<file path="src/rtl/rv_multicycle_ctrl.sv">
// rv_multicycle_ctrl: multicycle RV32I control FSM over one shared
// instruction/data memory.
//   clk, reset                : clock (rising edge), async active-high reset
//   ReadData, mem_ready       : shared memory read data and handshake
//   alu_zero, alu_lt          : datapath compare flags used by branches
//   ir                        : latched instruction
//   mem_req/mem_write/addr_src: memory request, store flag, address select
//   pc_write, PCSrc           : PC load enable and target select
//   ImmSrc/ALUControl/ResultSrc/ALUSrc/RegWrite : datapath selects
//   halted/illegal/bus_err    : sticky halt status
//   instret                   : retired instruction count (wraps)
module rv_multicycle_ctrl #(
  parameter int MEM_TIMEOUT = 64,
  parameter int CNT_W       = 32
) (
  input  logic             clk,
  input  logic             reset,
  input  logic [31:0]      ReadData,
  input  logic             mem_ready,
  input  logic             alu_zero,
  input  logic             alu_lt,
  output logic [31:0]      ir,
  output logic             mem_req,
  output logic             mem_write,
  output logic             addr_src,
  output logic             pc_write,
  output logic [2:0]       ImmSrc,
  output logic [3:0]       ALUControl,
  output logic [1:0]       ResultSrc,
  output logic             ALUSrc,
  output logic             PCSrc,
  output logic             RegWrite,
  output logic             halted,
  output logic             illegal,
  output logic             bus_err,
  output logic [CNT_W-1:0] instret
);

  localparam int WAIT_W = $clog2(MEM_TIMEOUT + 1);

  localparam logic [6:0] OP_R   = 7'b0110011;
  localparam logic [6:0] OP_I   = 7'b0010011;
  localparam logic [6:0] OP_LW  = 7'b0000011;
  localparam logic [6:0] OP_SW  = 7'b0100011;
  localparam logic [6:0] OP_BR  = 7'b1100011;
  localparam logic [6:0] OP_JAL = 7'b1101111;
  localparam logic [6:0] OP_LUI = 7'b0110111;

  localparam logic [3:0] ALU_ADD  = 4'b0000;
  localparam logic [3:0] ALU_SUB  = 4'b0001;
  localparam logic [3:0] ALU_AND  = 4'b0010;
  localparam logic [3:0] ALU_OR   = 4'b0011;
  localparam logic [3:0] ALU_XOR  = 4'b0100;
  localparam logic [3:0] ALU_SLT  = 4'b0101;
  localparam logic [3:0] ALU_SLTU = 4'b0110;
  localparam logic [3:0] ALU_SLL  = 4'b0111;
  localparam logic [3:0] ALU_SRL  = 4'b1000;
  localparam logic [3:0] ALU_SRA  = 4'b1001;

  typedef enum logic [2:0] {
    S_FETCH,
    S_DECODE,
    S_EXEC,
    S_MEM,
    S_WB,
    S_HALT
  } state_t;

  state_t            state, state_next;
  logic [WAIT_W-1:0] wait_cnt;
  logic              retire, set_illegal, set_bus_err, sel_en;
  logic              mem_wait, timeout_hit, taken, br_f3_ok;
  logic [3:0]        alu_code;
  logic [2:0]        imm_code;
  logic              alu_src;

  logic [6:0] opcode;
  logic [2:0] funct3;
  logic       is_r, is_i, is_lw, is_sw, is_br, is_jal, is_lui, supported;

  assign opcode    = ir[6:0];
  assign funct3    = ir[14:12];
  assign is_r      = (opcode == OP_R);
  assign is_i      = (opcode == OP_I);
  assign is_lw     = (opcode == OP_LW);
  assign is_sw     = (opcode == OP_SW);
  assign is_br     = (opcode == OP_BR);
  assign is_jal    = (opcode == OP_JAL);
  assign is_lui    = (opcode == OP_LUI);
  assign supported = is_r | is_i | is_lw | is_sw | is_br | is_jal | is_lui;

  assign br_f3_ok = funct3 inside {3'b000, 3'b001, 3'b100, 3'b101};

  always_comb begin
    taken = 1'b0;
    case (funct3)
      3'b000:  taken = alu_zero;
      3'b001:  taken = ~alu_zero;
      3'b100:  taken = alu_lt;
      3'b101:  taken = ~alu_lt;
      default: taken = 1'b0;
    endcase
  end

  // ALU operation decode; ir[30] only distinguishes SUB (R-type) and SRA/SRAI.
  always_comb begin
    alu_code = ALU_ADD;
    if (is_r || is_i) begin
      case (funct3)
        3'b000:  alu_code = (is_r && ir[30]) ? ALU_SUB : ALU_ADD;
        3'b001:  alu_code = ALU_SLL;
        3'b010:  alu_code = ALU_SLT;
        3'b011:  alu_code = ALU_SLTU;
        3'b100:  alu_code = ALU_XOR;
        3'b101:  alu_code = ir[30] ? ALU_SRA : ALU_SRL;
        3'b110:  alu_code = ALU_OR;
        default: alu_code = ALU_AND;
      endcase
    end else if (is_br) begin
      alu_code = ALU_SUB;
    end
  end

  always_comb begin
    imm_code = 3'b000;
    if (is_sw)  imm_code = 3'b001;
    if (is_br)  imm_code = 3'b010;
    if (is_jal) imm_code = 3'b011;
    if (is_lui) imm_code = 3'b100;
  end

  assign alu_src = ~(is_r | is_br);

  assign mem_wait    = (state == S_FETCH) || (state == S_MEM);
  assign timeout_hit = mem_wait && !mem_ready &&
                       (wait_cnt == WAIT_W'(MEM_TIMEOUT - 1));
  assign halted      = (state == S_HALT);

  always_comb begin
    state_next  = state;
    mem_req     = 1'b0;
    mem_write   = 1'b0;
    addr_src    = 1'b0;
    pc_write    = 1'b0;
    RegWrite    = 1'b0;
    PCSrc       = 1'b0;
    ResultSrc   = 2'b00;
    ALUControl  = '0;
    ALUSrc      = 1'b0;
    ImmSrc      = '0;
    retire      = 1'b0;
    set_illegal = 1'b0;
    set_bus_err = 1'b0;
    sel_en      = 1'b0;
    case (state)
      S_FETCH: begin
        mem_req = 1'b1;
        if (timeout_hit) begin
          state_next  = S_HALT;
          set_bus_err = 1'b1;
        end else if (mem_ready) begin
          state_next = S_DECODE;
        end
      end
      S_DECODE: begin
        if (supported) begin
          state_next = S_EXEC;
        end else begin
          state_next  = S_HALT;
          set_illegal = 1'b1;
        end
      end
      S_EXEC: begin
        sel_en = 1'b1;
        if (is_br) begin
          if (br_f3_ok) begin
            PCSrc      = taken;
            pc_write   = 1'b1;
            retire     = 1'b1;
            state_next = S_FETCH;
          end else begin
            state_next  = S_HALT;
            set_illegal = 1'b1;
          end
        end else if (is_lw || is_sw) begin
          state_next = S_MEM;
        end else begin
          state_next = S_WB;
        end
      end
      S_MEM: begin
        sel_en    = 1'b1;
        mem_req   = 1'b1;
        addr_src  = 1'b1;
        mem_write = is_sw;
        if (timeout_hit) begin
          state_next  = S_HALT;
          set_bus_err = 1'b1;
        end else if (mem_ready) begin
          if (is_sw) begin
            // A store retires in its MEM cycle, so pc_write must follow the
            // handshake to fire exactly once.
            pc_write   = 1'b1;
            retire     = 1'b1;
            state_next = S_FETCH;
          end else begin
            state_next = S_WB;
          end
        end
      end
      S_WB: begin
        sel_en     = 1'b1;
        RegWrite   = (ir[11:7] != 5'd0);
        pc_write   = 1'b1;
        retire     = 1'b1;
        PCSrc      = is_jal;
        state_next = S_FETCH;
        if (is_lw)       ResultSrc = 2'b01;
        else if (is_lui) ResultSrc = 2'b10;
        else if (is_jal) ResultSrc = 2'b11;
      end
      S_HALT: state_next = S_HALT;
      default: state_next = S_FETCH;
    endcase
    if (sel_en) begin
      ALUControl = alu_code;
      ALUSrc     = alu_src;
      ImmSrc     = imm_code;
    end
    // Strobes drop the moment reset rises, even though FETCH is the reset state.
    if (reset) begin
      mem_req   = 1'b0;
      mem_write = 1'b0;
      pc_write  = 1'b0;
      RegWrite  = 1'b0;
    end
  end

  always_ff @(posedge clk or posedge reset) begin
    if (reset) begin
      state    <= S_FETCH;
      ir       <= '0;
      instret  <= '0;
      illegal  <= 1'b0;
      bus_err  <= 1'b0;
      wait_cnt <= '0;
    end else begin
      state <= state_next;
      if (state == S_FETCH && mem_ready) ir <= ReadData;
      if (retire)      instret <= instret + 1'b1;
      if (set_illegal) illegal <= 1'b1;
      if (set_bus_err) bus_err <= 1'b1;
      if (mem_wait && !mem_ready) wait_cnt <= wait_cnt + 1'b1;
      else                        wait_cnt <= '0;
    end
  end

endmodule

</file>
<file path="config.mk">
export PLATFORM = sky130hd
export DESIGN_NAME = rv_multicycle_ctrl
export DESIGN_NICKNAME = d
export VERILOG_FILES = /design/src/rtl/rv_multicycle_ctrl.sv
export SDC_FILE = /design/constraint.sdc
export NUM_CORES = 1
export LEC_CHECK = 0
export ABC_AREA = 1
export CELL_PAD_IN_SITES_DETAIL_PLACEMENT = 1
export CELL_PAD_IN_SITES_GLOBAL_PLACEMENT = 2
export CORE_UTILIZATION = 27
export CTS_CLUSTER_SIZE = 10
export DETAILED_ROUTE_END_ITERATION = 8
export MAX_ROUTING_LAYER = met4
export PLACE_DENSITY_LB_ADDON = 0.1
export SLEW_MARGIN = 10
export SYNTH_ARGS = -nofsm -noshare
export SYNTH_HDL_FRONTEND = slang
export SYNTH_SLANG_ARGS = --single-unit
</file>
<file path="constraint.sdc">
create_clock -name clk -period 3.03 [get_ports clk]
set_clock_uncertainty 0.05 [all_clocks]
set_input_delay 0.303 -clock clk [delete_from_list [all_inputs] [get_ports clk]]
set_output_delay 0.303 -clock clk [all_outputs]
set_load 0.1 [all_outputs]
</file>
==> flow_summary.ini <==
[route]
viasPerCell = 4.499
dr_total_vias = 4049
routed_wl_um = 13760
drtAntennaViolNets = 0
route.detailed.drc = 0
wl_per_cell_um = 15.29
drt_pre_antenna_iters = 4
drt_iter0_drc = 111

[worst_setup_path]
path_max_fanout = 7
crit_path_start_kind = register
endpoint_kind = output port
crit_type = reg -> out
critPathArrivalTime_ns = 2.20
worstPathRequired_ns = 2.68

[yosys]
synthesis.area_per_instance_sq_um = 7.617
synthFlopType = dfrtp_1
syn_nets = 598
synth.cell_area_sq_mm = 0.004258
synthArstFlopShare_pct = 100.0
synth_area_leaders = dfrtp_1 45%, nand2_1 15%, mux2_2 6.6%
synth_edf_count = 0
yosysTopAreaCell = dfrtp_1
ys_ff_latch = 76
yosysUniqueCellTypes = 31
yosysWarningCount = 0
syn_inst = 559
yosysSeqAreaShare_pct = 44.67
yosysTopAreaCellShare_pct = 44.67
synth_top_cells_by_count = 165 x nand2_1, 76 x dfrtp_1, 73 x nor2_1
synth_most_common_cell = nand2_1

[die]
start_util_pct = 27.80
die_h_um = 127.6
dieArea_sq_mm = 0.01628
die_w_um = 127.6
boundaryPins = 120
coreArea_sq_mm = 0.01531
fp-row-count = 45

[cts]
postCtsResizedCells = 0
clkLatencyLatePin_ns = 0.35
cts_made_buffers = 9
cts_hold_buf = 0
clk_path_buf_depth = 2
cts_sinks = 76
htreeDepth = 3
path_clk_slew_ns = 0.07
cts_root_buf = clkbuf_16
cts_tree = built
post-cts-setup-buffer-count = 0

[placement]
port_buffers = 119
dp_hpwl_um = 10900
dp_worst_setup_slack_ns = 0.8504
place_congestion = 0.8341

[sta]
worst_slew_pin_slew_ns = 1.012
slew_viol_final = 0
max_freq_mhz = 391.9
setup_ws_ns = 0.4783
post-route-min-period_ns = 2.552
rsz0062_at_grt = no
fin_crit_sh_pct = 84.22
hold_viol_final = 0
slew_headroom_pct = 32.52
setup_viol = 0

[run]
cap_viol_max_count = 0

[finish]
layout-drive-gt1-share_pct = 24.53
finalNetCount = 723
antenna_cells = 0
synthToLayoutAreaGrowth_pct = 37.23

[pwr]
p_leak_nw = 2.643
ir_worst_vdd_mv = 0.6259
p_per_area_mw_per_mm2 = 1071
power.total_mw = 6.258

[global_routing]
gr-total-overflow = 0
grt_max_degree = 77
grt_use_total_pct = 18.72
grt_pass1_vias = 4185
antenna_found_initial = 0
grt_pass1_wl_um = 22690

[run_status]
status = complete, no violations

[hold_path]
hold_path_class = reg -> reg
## flip-flops by register name, summed over array words and instances, names as in the netlist
name / count
wait_cnt: 7
illegal: 1
state: 3
bus_err: 1
ir: 32
instret: 32
## power breakdown
part           switching, mW  internal (mW)
logic                   2.78          0.767
registers              0.258           1.29
clock network          0.504          0.664
total                   3.54           2.72
## critical path, stage by stage, from the launching register on
cell     delay, ns
dfrtp_1       0.42
nor2_2        0.13
nand2_2       0.12
nor3_1        0.36
o21ai_0       0.32
a21oi_2       0.19
buf_4         0.31
## kinds of logic after synthesis
| family | after synthesis | share of synthesized area [%] |
|---|---|---|
| xor gates and xnor gates | 8 | 1.822 |
| buffers and inverters | 76 | 7.787 |
| muxes | 25 | 6.612 |
| DFF | 76 | 44.67 |
| and+or+nand+nor | 322 | 32.32 |
| AOI/OAI and AO/OA | 50 | 6.201 |
| adders and majority gates | 2 | 0.5876 |
## worst paths after layout
path | depth (start not counted) | start | slack, ns | end
max | 6 | ir[2] | 0.48 | ALUControl[1]
max reg2reg | 10 | instret[0] | 1.13 | instret[18]
min | 1 | wait_cnt[0] | 0.42 | wait_cnt[0]
min in group asynchronous | 3 | reset | 0.79 | ir[6]
max in group asynchronous | 3 | reset | 1.50 | ir[10]
min reg2reg | 1 | wait_cnt[0] | 0.42 | wait_cnt[0]
## placed cells by master, fill, tap and decap left out, types with 2 or more instances in the layout
master           Yosys  final
clkbuf_16            0      9
a21oi_1             17     13
nand2_1            165    165
nand2_2              2      2
nor2_1              73     72
clkdlybuf4s50_1      0     36
xor2_1               5      5
o311ai_0             2      2
inv_2               10     10
dfrtp_1             76     76
nand3_2              4      4
nor2_2               9     10
inv_8                0      3
o21ai_1             21     21
mux2_2              25     25
nand3b_1             3      3
o21ai_0              7      7
buf_4                2     87
xnor2_1              2      2
nor3_1              24     20
nand4_1              2      2
nand3_1             36     36
nor3_2               1      3
a21oi_2              0      4
inv_6                0      2
inv_1               56     55
nor3_4               0      2
nor2_4               2      2
ha_1                 2      2
## routing by layer
metal	GRT usage, %	vias up	routed length, um
li1	-	2032	-
met1	25.40	1951	6757
met2	29.35	55	6541
met3	2.471	11	301
met4	5.190	0	157
met5	-	-	0
## metrics by stage
stage	instances	TNS (ns)	util (%)	instance area, sq um	hold WS (ns)
3_5_place_dp	884	0	36.09	5528	0.4108
2_1_floorplan	559	-0.2960	-	4313	0.3806
3_3_place_gp	884	0	36.09	5528	0.3978
5_1_grt	900	0	38.15	5843	0.4544
6_report	900	0	38.15	5843	0.4173
4_1_cts	900	0	38.15	5843	0.4257
## area by class of cell
class,instances,area [sq um]
clock inverter,7,90.09
multi-input combinational,407,2079
tap,211,264.0
timing repair buffer,124,1033
fill,1898,9472
sequential,76,1902
inverter,66,249.0
clock buffer,9,225.2
(Power assumes the default switching activity.)
